===== src/rtl/code_conv_pipe.sv =====
// Two-stage binary<->Gray conversion pipeline with valid/ready handshake and transfer counter.
// Optional odd-parity flag on dout is compiled in with macro CODE_CONV_PARITY_EN.
module code_conv_pipe #(
  parameter int WIDTH = 4,
  parameter int CNT_W = 8
) (
  input  logic             clk,
  input  logic             rst,
  input  logic             mode,
  input  logic [WIDTH-1:0] din,
  input  logic             in_valid,
  output logic             in_ready,
  output logic [WIDTH-1:0] dout,
  output logic             out_valid,
  input  logic             out_ready,
  output logic             flag,
  output logic [CNT_W-1:0] count
);

  function automatic logic [WIDTH-1:0] bin2gray(input logic [WIDTH-1:0] b);
    return b ^ (b >> 1);
  endfunction

  function automatic logic [WIDTH-1:0] gray2bin(input logic [WIDTH-1:0] g);
    logic [WIDTH-1:0] b;
    b[WIDTH-1] = g[WIDTH-1];
    for (int i = WIDTH - 2; i >= 0; i--) begin
      b[i] = b[i+1] ^ g[i];
    end
    return b;
  endfunction

`ifdef CODE_CONV_PARITY_EN
  function automatic logic odd_parity(input logic [WIDTH-1:0] v);
    return ^v;
  endfunction
`endif

  logic             s1_valid_q, s1_valid_d;
  logic [WIDTH-1:0] s1_data_q,  s1_data_d;
  logic             s1_mode_q,  s1_mode_d;
  logic             out_valid_q, out_valid_d;
  logic [WIDTH-1:0] dout_q,     dout_d;
  logic [CNT_W-1:0] count_q,    count_d;

  logic             in_accept_s;
  logic             s2_load_s;
  logic             out_fire_s;
  logic [WIDTH-1:0] conv_s;

  // Handshake decode; in_ready depends only on state and out_ready
  always_comb begin
    in_ready    = !s1_valid_q || !out_valid_q || out_ready;
    in_accept_s = in_valid && in_ready;
    out_fire_s  = out_valid_q && out_ready;
    s2_load_s   = s1_valid_q && (!out_valid_q || out_ready);
  end

  // Conversion uses the mode captured alongside the word in stage 1
  always_comb begin
    conv_s = {WIDTH{1'b0}};
    if (s1_mode_q) begin
      conv_s = bin2gray(s1_data_q);
    end else begin
      conv_s = gray2bin(s1_data_q);
    end
  end

  // Stage 1 next-state
  always_comb begin
    s1_valid_d = s1_valid_q;
    s1_data_d  = s1_data_q;
    s1_mode_d  = s1_mode_q;
    if (in_accept_s) begin
      s1_valid_d = 1'b1;
      s1_data_d  = din;
      s1_mode_d  = mode;
    end else if (s2_load_s) begin
      s1_valid_d = 1'b0;
    end else begin
      s1_valid_d = s1_valid_q;
    end
  end

  // Stage 2 next-state; dout holds its last value once drained
  always_comb begin
    out_valid_d = out_valid_q;
    dout_d      = dout_q;
    if (s2_load_s) begin
      out_valid_d = 1'b1;
      dout_d      = conv_s;
    end else if (out_fire_s) begin
      out_valid_d = 1'b0;
    end else begin
      out_valid_d = out_valid_q;
    end
  end

  // Completed-transfer counter, wraps naturally
  always_comb begin
    count_d = count_q;
    if (out_fire_s) begin
      count_d = count_q + {{(CNT_W-1){1'b0}}, 1'b1};
    end else begin
      count_d = count_q;
    end
  end

  // Pipeline registers; reset discards in-flight words
  always_ff @(posedge clk) begin
    if (rst) begin
      s1_valid_q  <= 1'b0;
      s1_data_q   <= {WIDTH{1'b0}};
      s1_mode_q   <= 1'b0;
      out_valid_q <= 1'b0;
      dout_q      <= {WIDTH{1'b0}};
      count_q     <= {CNT_W{1'b0}};
    end else begin
      s1_valid_q  <= s1_valid_d;
      s1_data_q   <= s1_data_d;
      s1_mode_q   <= s1_mode_d;
      out_valid_q <= out_valid_d;
      dout_q      <= dout_d;
      count_q     <= count_d;
    end
  end

  assign dout      = dout_q;
  assign out_valid = out_valid_q;
  assign count     = count_q;

`ifdef CODE_CONV_PARITY_EN
  logic flag_q, flag_d;

  // Parity is registered together with dout so the two always match
  always_comb begin
    flag_d = flag_q;
    if (s2_load_s) begin
      flag_d = odd_parity(conv_s);
    end else begin
      flag_d = flag_q;
    end
  end

  // Parity flag register
  always_ff @(posedge clk) begin
    if (rst) begin
      flag_q <= 1'b0;
    end else begin
      flag_q <= flag_d;
    end
  end

  assign flag = flag_q;
`else
  assign flag = 1'b0;
`endif

endmodule


===== config.mk =====
export PLATFORM = sky130hd
export DESIGN_NAME = code_conv_pipe
export DESIGN_NICKNAME = d
export VERILOG_FILES = /design/src/rtl/code_conv_pipe.sv
export SDC_FILE = /design/constraint.sdc
export NUM_CORES = 1
export LEC_CHECK = 0
export CAP_MARGIN = 20
export CORE_UTILIZATION = 45
export DETAILED_ROUTE_END_ITERATION = 8
export PLACE_DENSITY = 0.76
export SYNTH_ARGS = -nofsm -noshare
export SYNTH_HDL_FRONTEND = slang
export SYNTH_SLANG_ARGS = --single-unit

===== constraint.sdc =====
create_clock -name clk -period 1.5 [get_ports clk]
set_input_delay 0.15 -clock clk [delete_from_list [all_inputs] [get_ports clk]]
set_output_delay 0.15 -clock clk [all_outputs]
set_load 0.01 [all_outputs]

==> flow_results.org, run 1 <==
** GRT
- Number of global-route vias before repair :: between 700 and 800
- Entering global routing, the biggest net connects 11 pins.
- Grt total ovfl :: 0
- Total Routing Usage GR :: roughly a fifth
- The first global-routing pass estimated ~2.9 mm of wire.
- The initial antenna violation count was 0.

** Worst setup path
- Counting both buffers and inverters, the worst setup path holds a total of 1.
- In this design, the stage delay of the slowest critical-path cell is about 560 ps.
- Worst-case register-to-register setup slack :: 170 ps
- Cell with the biggest individual delay on the critical path :: sky130_fd_sc_hd__clkdlybuf4s50_1
- Worst setup EP type :: output pin
- Data required time of the worst path :: 1350 ps
- The critical path in this run is classified as reg2out.
- Along the worst path, the maximum fanout reaches 5.
- STA classifies the critical path startpoint as a flop.
- Data arrival time of the critical path :: 1260 ps
- Family with the most delay on the worst path :: buffers and inverters
- Launch point of the worst reg-to-reg path :: count[0]$_SDFFE_PP0P_
- The most critical setup path has its startpoint at count[5]$_SDFFE_PP0P_.
- Traced cell by cell, the critical path runs through clkdlybuf4s50_1.

** Detailed routing
- Post-route antenna net violation count :: 0
- In the final routed layout, each cell accounts on average for 11.2 um.
- Via Count :: 801
- DRC marker count from the first detailed-route iteration :: 7
- For this run, the detailed router's first-pass iteration total came to 4.
- In the routed design, unresolved DRC markers number 0.
- Mean number of vias per cell :: 5.20
- Final routed wirelength across all metal layers :: approximately 1.7 mm

** Pwr
- Lkg Pwr :: 0.000433 uW
- Worst voltage drop across the vdd grid :: 0.433 mV
- Total power per unit cell area :: 781 nW/um^2
- Total power :: slightly above 900 uW

** Synthesis
- In this run, synthesis produced a sequential element count of 19.
- Synth Area per Inst :: 8.66 sq um
- Synth warnings :: 0
- Register area share after synthesis :: 44.4%
- The synthesized netlist devotes 18.8% of its cell area to compound gates.
- Share of synthesized cell area in and, or, nand and nor gates :: approximately a quarter
- Number of synthesized flops with an enable pin :: 0
- Fraction of the mapped netlist area in adder cells :: 1.46%
- FFs w/ async S/R, synth :: 0%
- The cell count after synthesis came out at around 100.
- Cell area after synthesis :: 857 sq um
- Xor-xnor portion of the synthesized cell area :: 6.13%
- Multiplexer cells account for approximately 1.3% of the synthesized area.
- Dominant combinational cell family by area after synthesis :: simple AND/OR/NAND/NOR gates
- Top flip-flop cell by instance count after synthesis :: sky130_fd_sc_hd__dfxtp_1
- Net count of the mapped netlist :: 109
- Counting distinct cell types in the post-synthesis netlist gives 30.

** Timing
- The final count of hold timing violations came to 0.
- Final setup violation count :: 0
- Aggregate negative setup slack :: 0 ps
- The count of final max-slew check failures was 0.
- For the final database, setup skew stands at 6.35 ps.
- Final period utilization :: ~94%
- Setup repair after global routing left no endpoint under its margin.
- Highest clock rate :: 0.707 GHz
- The clock period could shrink to 1410 ps.

** Clock network
- After clock tree synthesis, the clock-pin slew on the worst setup and hold paths is 110 ps.
- Clock insertion delay at the later pin of the skew report :: ~300 ps
- Clock Sink Count :: 19
- Cell at the root of the clock tree :: sky130_fd_sc_hd__clkbuf_4
- Clock tree from TritonCTS :: yes
- Deepest clock path buffer count :: 2
- CTS built an H-tree with a depth of 1.
- Clock tree synthesis inserted a total of 3 buffers.

** Die
- The die is 45.6 um tall.
- Effective utilization at floorplan :: between 40% and 50%
- From left edge to right edge, the die measures 45.6 um.
- Total Die Area :: 2080 sq um
- For this design the top-level I/O count stands at 24.
- The floorplan has 15 rows.
- The floorplan step defined a core boundary enclosing 1760 sq um.

** Place
- HPWL after detailed placement :: between 1 and 1.5 mm
- Port-buffer cells :: 22
- At the end of routability-driven placement, the weighted congestion stood at 0.742.

** Outcome
- Status :: completed

** Final layout
- Of the cells placed in the final design, the portion with a size suffix greater than 1 is 14.7%.
- Most frequent standard cell in the layout excluding fill and tap cells :: sky130_fd_sc_hd__clkdlybuf4s50_1
- Area growth from synthesis to layout :: 37.4%
- Leaving out fill and tap cells, the most frequent cells in the layout are sky130_fd_sc_hd__clkdlybuf4s50_1, sky130_fd_sc_hd__dfxtp_1, sky130_fd_sc_hd__a21oi_1.
- Net count reported at finish :: 140
- Final design utilization :: 66.7%
- Antenna cells :: 0
- Fill cells in the final layout number between 150 and 200.

** Min path
- In this run the most critical hold path is launched from din[0].
- The min-delay analysis places its worst path in the category in2reg.

** Run
- Max-cap violations in this run came to 0.
[per-layer routing]
| metal | vias up | track usage, % | share of wire, % |
|---|---|---|---|
| met5 | - | 0 | 0 |
| met4 | 0 | 10.9 | 0.58 |
| met3 | 2 | 4.76 | 3.1 |
| met2 | 16 | 32.6 | 50 |
| met1 | 368 | 23.0 | 46 |
| li1 | 415 | - | - |
[logic make-up (layout without fill, tap and decap cells)]
kind of cell               Yosys count  count (layout)
adders and majority gates            1               1
AOI/OAI and AO/OA                   29              29
buffers and inverters                7              37
other                                1               1
xor gates and xnor gates             6               6
muxes                                1               1
DFF                                 19              19
and+or+nand+nor                     35              35
[state kept, by name, summed over array words and instances, names as in the netlist]
name	cells
count	8
dout	4
out_valid	1
s1_data_q	4
s1_mode_q	1
s1_valid_q	1
[through the flow]
stage	area, sq um	hold WS (ps)	std cells	setup WS [ps]
3_5_place_dp	1150	477	150	-105
5_1_grt	1180	412	154	11.8
3_3_place_gp	1150	459	150	-102
4_1_cts	1170	391	154	2.23
2_1_floorplan	857	298	99	226
6_report	1180	401	154	85.4
[path summary, 6_finish.rpt]
check	endpoint	depth (start not counted)
setup / recovery	count[5]	1
hold / removal	s1_data_q[0]$_SDFFE_PP0P_	3
setup reg to reg	count[4]$_SDFFE_PP0P_	4
hold reg to reg	count[1]$_SDFFE_PP0P_	2
[where the power goes]
part | total (uW) | internal, uW | leakage, uW | switching (uW)
clock | 261 | 104 | 0.0000150 | 158
sequential | 537 | 523 | 0.000156 | 14.1
combinational | 121 | 67.5 | 0.000262 | 53.9
total | 919 | 694 | 0.000433 | 226
[Yosys cell counts, types with 2 or more instances]
master / number / area, sq um
sky130_fd_sc_hd__nand4_1: 2 / 12.5
sky130_fd_sc_hd__o31ai_1: 2 / 15.0
sky130_fd_sc_hd__xnor2_1: 2 / 17.5
sky130_fd_sc_hd__nand2b_1: 2 / 12.5
sky130_fd_sc_hd__or4_1: 2 / 15.0
sky130_fd_sc_hd__nand3_1: 9 / 45.0
sky130_fd_sc_hd__inv_1: 4 / 15.0
sky130_fd_sc_hd__nand2_1: 5 / 18.8
sky130_fd_sc_hd__nor2_1: 5 / 18.8
sky130_fd_sc_hd__clkbuf_1: 2 / 7.51
sky130_fd_sc_hd__dfxtp_1: 19 / 380
sky130_fd_sc_hd__o21ai_0: 9 / 45.0
sky130_fd_sc_hd__nor2b_1: 3 / 18.8
sky130_fd_sc_hd__a21oi_1: 14 / 70.1
sky130_fd_sc_hd__xor2_1: 4 / 35.0
[repair_timing]
action,CTS,global route
gates resized for setup,1,4
endpoints found under the setup margin,1,4
hold buffers,0,0
buffers inserted,0,0
[tightest hold or removal path, stage by stage]
cell and delay [ps]:
sky130_fd_sc_hd__clkdlybuf4s50_1 390, sky130_fd_sc_hd__nand3_1 60, sky130_fd_sc_hd__a21oi_1 50
[area by class of cell]
cell class                 instances  area, sq um  share of cell area [%]
sequential                        19          384                    32.6
inverter                           4         15.0                    1.28
tap                               25         31.3                    2.66
clock buffer                       4         26.3                    2.23
timing repair buffer              29          274                    23.3
multi-input combinational         73          447                    37.9
Note: power is estimated with default switching activity, not from simulation.
==> inputs of run 2 (changes only) <==
RECOVER_POWER = 100   (was unset)
==> run 2 against run 1 <==
- core utilization shrank 0.43 points
- largest power group unchanged
- total power is 0.36% lower
- global-route usage unchanged
- cell count did not move
- register-to-register slack about the same
- highest routed layer unchanged
- largest cell class unchanged
- first-iteration DRC count unchanged
- die area stayed put
==> flow_results.org, run 2 (synthesis results as in run 1) <==
** Outcome
- The run finished with clean final reports.

** GRT
- The initial antenna violation count is 0 (unchanged).
- Total Routing Usage GR :: 19.6% (unchanged)
- The total congestion overflow after global routing is 0 (unchanged).
- The via count of the first global-routing pass is 723 (unchanged).
- Wire length of the first global-routing pass :: 2.87 mm (unchanged)
- The largest net degree at the start of global routing came to 11 (unchanged).

** Place
- Gpl congestion :: 0.742 (unchanged)
- The HPWL after detailed placement was 1.37 mm (unchanged).
- Pre-CTS worst setup slack :: -105 ps (unchanged)
- The quantity of I/O buffers inserted on ports was 22 (unchanged).

** Detailed routing
- Number of detailed-route iterations in the first pass :: 4 (unchanged)
- The via density per instance is 5.20 (unchanged).
- The total wire length is 1.72 mm (about the same).
- The final routed DRC violation total is 0 (unchanged).
- Wirelength per Cell :: 11.2 um (about the same)
- The via count is 801 (unchanged).
- The violation count after the first detailed-routing iteration was 7 (unchanged).
- The residual antenna-violating net count after detailed routing is 0 (unchanged).

** Die
- Vertical die dimension :: 45.6 um (unchanged)
- Total Die Area :: 2080 sq um (unchanged)
- Effective utilization at floorplan :: 48.6% (unchanged)
- The placeable core region was 1760 sq um (unchanged).
- The standard-cell row count was 15 (unchanged).
- Io pins :: 24 (unchanged)
- The width of the chip was 45.6 um (unchanged).

** Worst setup path
- Slowest cell delay on critical path :: 560 ps (about the same)
- Cell with the biggest individual delay on the critical path :: sky130_fd_sc_hd__dlygate4sd3_1
- The worst setup path is captured at an output pin.
- In this run the critical register-to-register path is launched from count[0]$_SDFFE_PP0P_.
- Cell Chain, Critical Path :: dlygate4sd3_1 -> and3b_2 -> inv_1 -> dlygate4sd2_1
- Family with the most delay on the worst path :: buffers and inverters
- Worst-path fanout max :: 2 (-3)
- STA classifies the critical path startpoint as an input port.
- The arrival time of data at the critical path endpoint came to 1280 ps (+20 ps).
- The data required time of the critical path came to 1350 ps (about the same).
- Critical path buffers and inverters :: 3 (+2)
- The critical path is of the in2out type.
- Launch point of the worst path :: out_ready

** Clock network
- # H-tree levels :: 1 (unchanged)
- The number of buffers on the longest clock path is 2 (unchanged).
- The clock transition time at the flip-flop clock pins of the worst setup and hold paths was 110 ps (about the same).
- Cell at the root of the clock tree :: sky130_fd_sc_hd__clkbuf_4
- Clock Sink Count :: 19 (unchanged)
- Number of hold buffers added after cts :: 0 (unchanged)
- The latest clock arrival within the worst-skew pair is 300 ps (about the same).
- The number of clock buffers inserted by TritonCTS was 3 (unchanged).
- Clock tree from TritonCTS :: yes

** Pwr
- The power per unit of standard cell area is 783 nW/um^2 (+0.28%).
- The maximum VDD drop came to 0.432 mV (-0.34%).
- The static leakage came to 0.000427 uW (-1.4%).

** Final layout
- The number of fill cells in the layout is 174 (unchanged).
- The fraction of final layout cells sized beyond drive strength 1 is 13.2% (-1.6 points).
- Most frequent cells in the layout :: sky130_fd_sc_hd__dfxtp_1, sky130_fd_sc_hd__clkdlybuf4s50_1, sky130_fd_sc_hd__a21oi_1
- Flip-flop count of the largest register after layout :: 8 (unchanged)
- The area of all sequential standard cells was 384 sq um (unchanged).
- From synthesis to final layout, the design area changed by 36.5%.
- Most frequent standard cell in the layout excluding fill and tap cells :: sky130_fd_sc_hd__dfxtp_1
- The number of nets in the layout came to 140 (unchanged).
- The area used by multi-input combinational logic is 445 sq um (-0.28%).
- The core utilization of the finished layout is 66.3% (-0.43 points).
- The number of antenna repair diodes was 0 (unchanged).

** Timing
- Crit path time final :: 1430 ps (+16.2 ps)
- The worst setup margin came to 69.2 ps (-16.2 ps).
- The count of final max-slew check failures is 0 (unchanged).
- Final setup violation count :: 0 (unchanged)
- Worst setup skew after layout :: 6.29 ps (-0.0605 ps)
- Setup repair after global routing missed its margin :: false
- Final hold violations :: 0 (unchanged)
- The ratio of final minimum period to clock period came to 95.4% (+1.1 points).
- The fmax is 0.699 GHz (-1.1%).

** Min path
- Hold path startpoint :: din[0]
- Path category of the worst min-delay check :: in2reg

** Run
- Max-cap violations :: 0 (unchanged)
## run 2: changes by cell type in the layout (fill, tap and decap cells not counted), sizes merged
| cell | delta |
|---|---|
| buf | -1 |
| clkbuf | +1 |
| clkdlybuf4s25 | +1 |
| clkdlybuf4s50 | -5 |
| dlygate4sd3 | +5 |
| dlymetal6s2s | -1 |
## run 2: metrics by stage
stage,hold WS [ps],TNS [ps],power (uW),instance area [sq um],instances
global route,412,0,971,1170,154
detailed placement,477,-321,672,1150,150
floorplan,298,0,609,857,99
CTS,391,0,930,1170,154
finish,401,0,916,1170,154
global placement,459,-215,669,1150,150
## run 2: report_power, final
| group | internal, uW | total, uW | switching (uW) |
|---|---|---|---|
| Combinational | 64.2 | 118 | 54.1 |
| Sequential | 523 | 537 | 13.9 |
| Clock | 104 | 261 | 158 |
| Total | 690 | 916 | 226 |
## run 2: routing by layer
metal | vias to the layer above | global-route usage (%) | routed length, um | share of wire (%)
met1 | 368 | 23.0 | 795 | 46
met3 | 2 | 4.76 | 53 | 3.1
met2 | 16 | 32.6 | 861 | 50
met5 | - | 0 | 0 | 0
li1 | 415 | - | - | -
met4 | 0 | 10.9 | 10 | 0.58
## run 2: path summary, 6_finish.rpt
| check | endpoint | slack (ps) | cells after the start |
|---|---|---|---|
| hold / removal | s1_data_q[0]$_SDFFE_PP0P_ | 400 | 3 |
| hold reg to reg | count[1]$_SDFFE_PP0P_ | 500 | 2 |
| setup reg to reg | count[4]$_SDFFE_PP0P_ | 170 | 4 |
| setup / recovery | in_ready | 70 | 4 |
## run 2: what timing repair did
action / CTS / global route
setup endpoints to repair: 1 / 4
gates resized for setup: 1 / 4
endpoints found under the hold margin: 0 / 0
buffers inserted: 0 / 0
## run 2: worst reg2reg max path, cell delays in order, from the launching register on
cell and delay [ps]:
sky130_fd_sc_hd__dfxtp_1 400, sky130_fd_sc_hd__ha_1 180, sky130_fd_sc_hd__nand4_1 150, sky130_fd_sc_hd__nor2_1 150, sky130_fd_sc_hd__mux2_2 340
## run 2: final cells by class
cell class / instances / area share, %
Multi-Input combinational cell: 73 / 38.1
Sequential cell: 19 / 32.8
Timing Repair Buffer: 29 / 22.9
Tap cell: 25 / 2.67
Clock buffer: 4 / 2.25
Inverter: 4 / 1.28
==> inputs of run 3 (changes only) <==
GPL_TIMING_DRIVEN = 0   (was unset)
==> run 3 against run 2 <==
- critical path depth decreased by 3
- largest cell class unchanged
- largest power group unchanged
- cell count decreased by 2.6%
- maximum frequency decreased by 0.26%
- count of clock-buffer cells in the layout unchanged
- worst setup slack got worse by 3.8 ps
- clock skew decreased by 5.0 ps
- combinational power decreased by 6%
- register-to-register slack improved by 20 ps
==> flow_results.org, run 3 (synthesis results as in run 1) <==
** Timing
- Final setup violation count :: 0 (unchanged)
- Aggregate negative setup slack :: 0 ps (unchanged)
- Setup repair after global routing missed its margin :: false
- The maximum clock skew at final layout was 1.28 ps (-5.02 ps).
- The ratio of final minimum period to clock period came to 95.6% (+0.25 points).
- The final count of hold timing violations was 0 (unchanged).
- The fmax came to 0.697 GHz (-0.26%).
- Slew Limit Fails :: 0 (unchanged)
- Crit path time final :: 1430 ps (+3.78 ps)

** Min path
- End point of the most critical hold path :: count[1]$_SDFFE_PP0P_
- Path category of the worst min-delay check :: in2reg
- The startpoint identified for the worst hold timing path is out_ready.
- WHS Path Cells :: 3 (unchanged)

** Worst setup path
- In this run the critical register-to-register path is captured at count[4]$_SDFFE_PP0P_.
- The sum of buffers and inverters on the critical path is 1 (-2).
- Launch point of the worst reg-to-reg path :: count[0]$_SDFFE_PP0P_
- Family with the most delay on the worst path :: buffers and inverters
- STA classifies the critical path startpoint as a flop.
- The arrival time of data at the critical path endpoint was 1280 ps (about the same).
- Worst-case register-to-register setup slack :: 190 ps (+20 ps)
- Cell with the biggest individual delay on the critical path :: sky130_fd_sc_hd__clkdlybuf4s50_1
- Worst setup EP type :: output pin
- Cell Chain, Critical Path :: clkdlybuf4s50_1
- The critical path in this run is classified as reg2out.
- The data required time of the critical path came to 1350 ps (about the same).
- The largest fanout on the critical path came to 6 (+4).
- The cell count of the worst reg-to-reg path came to 4 (unchanged).
- The highest cell delay on the worst timing path is 570 ps (about the same).

** Clock network
- # H-tree levels :: 1 (unchanged)
- Count of buffers added by post-CTS timing repair for setup :: 0 (unchanged)
- Clock-pin transition on the worst setup and hold timing paths :: 100 ps (about the same)
- The number of clock buffers inserted by TritonCTS was 3 (unchanged).
- Clock tree from TritonCTS :: yes
- Deepest clock path buffer count :: 2 (unchanged)
- Clock tree synthesis selected as its root buffer the cell sky130_fd_sc_hd__clkbuf_4.
- Number of hold buffers added after cts :: 0 (unchanged)
- Clock insertion delay at the later pin of the skew report :: 290 ps (about the same)
- Clock Sink Count :: 19 (unchanged)

** Pwr
- The total net switching power is 215 uW (-5.0%).
- Lkg Pwr :: 0.000411 uW (-3.8%)
- Clk network pwr share :: 27.6% (-0.9 points)
- Internal power :: 685 uW (-0.84%)
- The power share of the combinational group was 12.4% (-0.5 points).
- Register share of total power :: 60.0% (+1.4 points)
- Worst voltage drop across the vdd grid :: 0.465 mV (+7.6%)
- The power per unit of standard cell area is 792 nW/um^2 (+1.2%).
- Switching Share :: 23.9% (-0.78 points)

** Final layout
- The number of non-filler instances in the completed layout was 150 (-2.6%).
- The library cell used most frequently in the layout, excluding fill and tap cells, is sky130_fd_sc_hd__dfxtp_1.
- Net count reported at finish :: 136 (-2.9%)
- The finished layout cell area was 1130 sq um (-3.0%).
- Compared with the post-synthesis result, the final layout area differs by 32.4%.
- Antenna cells :: 0 (unchanged)
- The flip-flop count of the largest register after layout was 8 (unchanged).
- Most frequent cells in the layout :: sky130_fd_sc_hd__dfxtp_1, sky130_fd_sc_hd__a21oi_1, sky130_fd_sc_hd__clkdlybuf4s50_1
- Filler Cell Count :: 163 (-6.3%)
- Layout cell share with drive strength beyond 1 :: 11.2% (-2.0 points)

** Die
- The initial standard-cell utilization of the core is 48.6% (unchanged).
- The standard-cell row count came to 15 (unchanged).
- The placeable core region came to 1760 sq um (unchanged).
- Vertical die dimension :: 45.6 um (unchanged)
- The area of the die was 2080 sq um (unchanged).
- The I/O pin count is 24 (unchanged).
- The width of the chip was 45.6 um (unchanged).

** GRT
- The wire length of the first global-routing pass was 2.62 mm (-8.6%).
- The largest net degree at the start of global routing is 11 (unchanged).
- Number of global-route vias before repair :: 661 (-8.6%)
- The global-route usage over all layers was 17.4% (-2.2 points).
- The total congestion overflow after global routing came to 0 (unchanged).
- The initial antenna violation count was 0 (unchanged).

** Outcome
- Status :: completed

** Detailed routing
- Number of DRC violations after detailed routing :: 0 (unchanged)
- Post-route antenna net violation count :: 0 (unchanged)
- Wirelength per Cell :: 10.9 um (-2.9%)
- Number of detailed-route iterations in the first pass :: 2 (-2)
- The total wire length came to 1.63 mm (-5.4%).
- DRC marker count from the first detailed-route iteration :: 4 (-3)
- The via density per instance came to 5.21 (+0.10%).
- The via count was 781 (-2.5%).

** Place
- The number of placed instances, taps included was 146 (-2.7%).
- Cell Area, Placed :: 1110 sq um (-3.3%)
- HPWL after detailed placement :: 1.29 mm (-5.3%)
- The quantity of I/O buffers inserted on ports came to 22 (unchanged).
- Gpl congestion :: 0.781 (+5.3%)

** Run
- Max-cap violations :: 0 (unchanged)
-- run 3: changes by cell type in the layout (fill, tap and decap cells not counted) --
cell                              previous run  this run
sky130_fd_sc_hd__and2b_1                     1         0
sky130_fd_sc_hd__clkdlybuf4s25_1             1         0
sky130_fd_sc_hd__buf_4                       6         1
sky130_fd_sc_hd__clkdlybuf4s50_1            15        14
sky130_fd_sc_hd__dlygate4sd3_1               5         6
sky130_fd_sc_hd__dfxtp_4                     0         1
sky130_fd_sc_hd__clkbuf_1                    2         3
sky130_fd_sc_hd__and2b_2                     0         1
sky130_fd_sc_hd__clkbuf_2                    0         1
sky130_fd_sc_hd__dfxtp_2                     3         2
-- run 3: area by class of cell --
type                       instances  area, sq um  area share (%)
buffer                             3         15.0            1.32
clock buffer                       4         26.3            2.32
inverter                           4         15.0            1.32
multi-input combinational         73          447            39.4
sequential                        19          387            34.1
tap                               25         31.3            2.76
timing repair buffer              22          214            18.9
-- run 3: how the worst max path moves through the flow --
| stage | startpoint | to | slack (ps) | cells past startpoint |
|---|---|---|---|---|
| floorplan | out_valid$_SDFFE_PP0P_ | count[5]$_SDFFE_PP0P_ | 230 | 3 |
| global placement | out_ready | in_ready | -460 | 4 |
| detailed placement | out_ready | in_ready | -460 | 4 |
| CTS | out_valid$_SDFFE_PP0P_ | in_ready | 8 | 3 |
| global route | count[4]$_SDFFE_PP0P_ | count[4] | 2 | 1 |
| finish | count[4]$_SDFFE_PP0P_ | count[4] | 70 | 1 |
-- run 3: through the flow --
stage	total power [uW]	util, %	setup slack (ps)	hold slack, ps
finish	899	64.3	65.4	410
global route	944	64.3	1.57	417
CTS	917	64.4	7.74	403
detailed placement	667	62.8	-462	474
global placement	664	62.8	-457	459
floorplan	609	-	226	298
-- run 3: repair_timing --
action	4_1_cts	5_1_grt
endpoints found under the setup margin	2	3
gates resized for setup	5	4
pin swaps	0	0
-- run 3: metal layers --
| layer | share of wire [%] | global-route usage [%] | vias up |
|---|---|---|---|
| met5 | 0 | 0 | - |
| met2 | 48 | 30.0 | 16 |
| met1 | 48 | 20.8 | 355 |
| met4 | 0.37 | 9.09 | 0 |
| li1 | - | - | 408 |
| met3 | 3.7 | 2.38 | 2 |
-- run 3: power groups by stage --
| stage | Clock [uW] | Combinational (uW) | Sequential [uW] |
|---|---|---|---|
| finish | 248 | 111 | 539 |
| global placement | 0 | 113 | 551 |
| floorplan | 0 | 56.1 | 553 |
| detailed placement | 0 | 115 | 552 |
| CTS | 262 | 115 | 540 |
| global route | 278 | 123 | 542 |
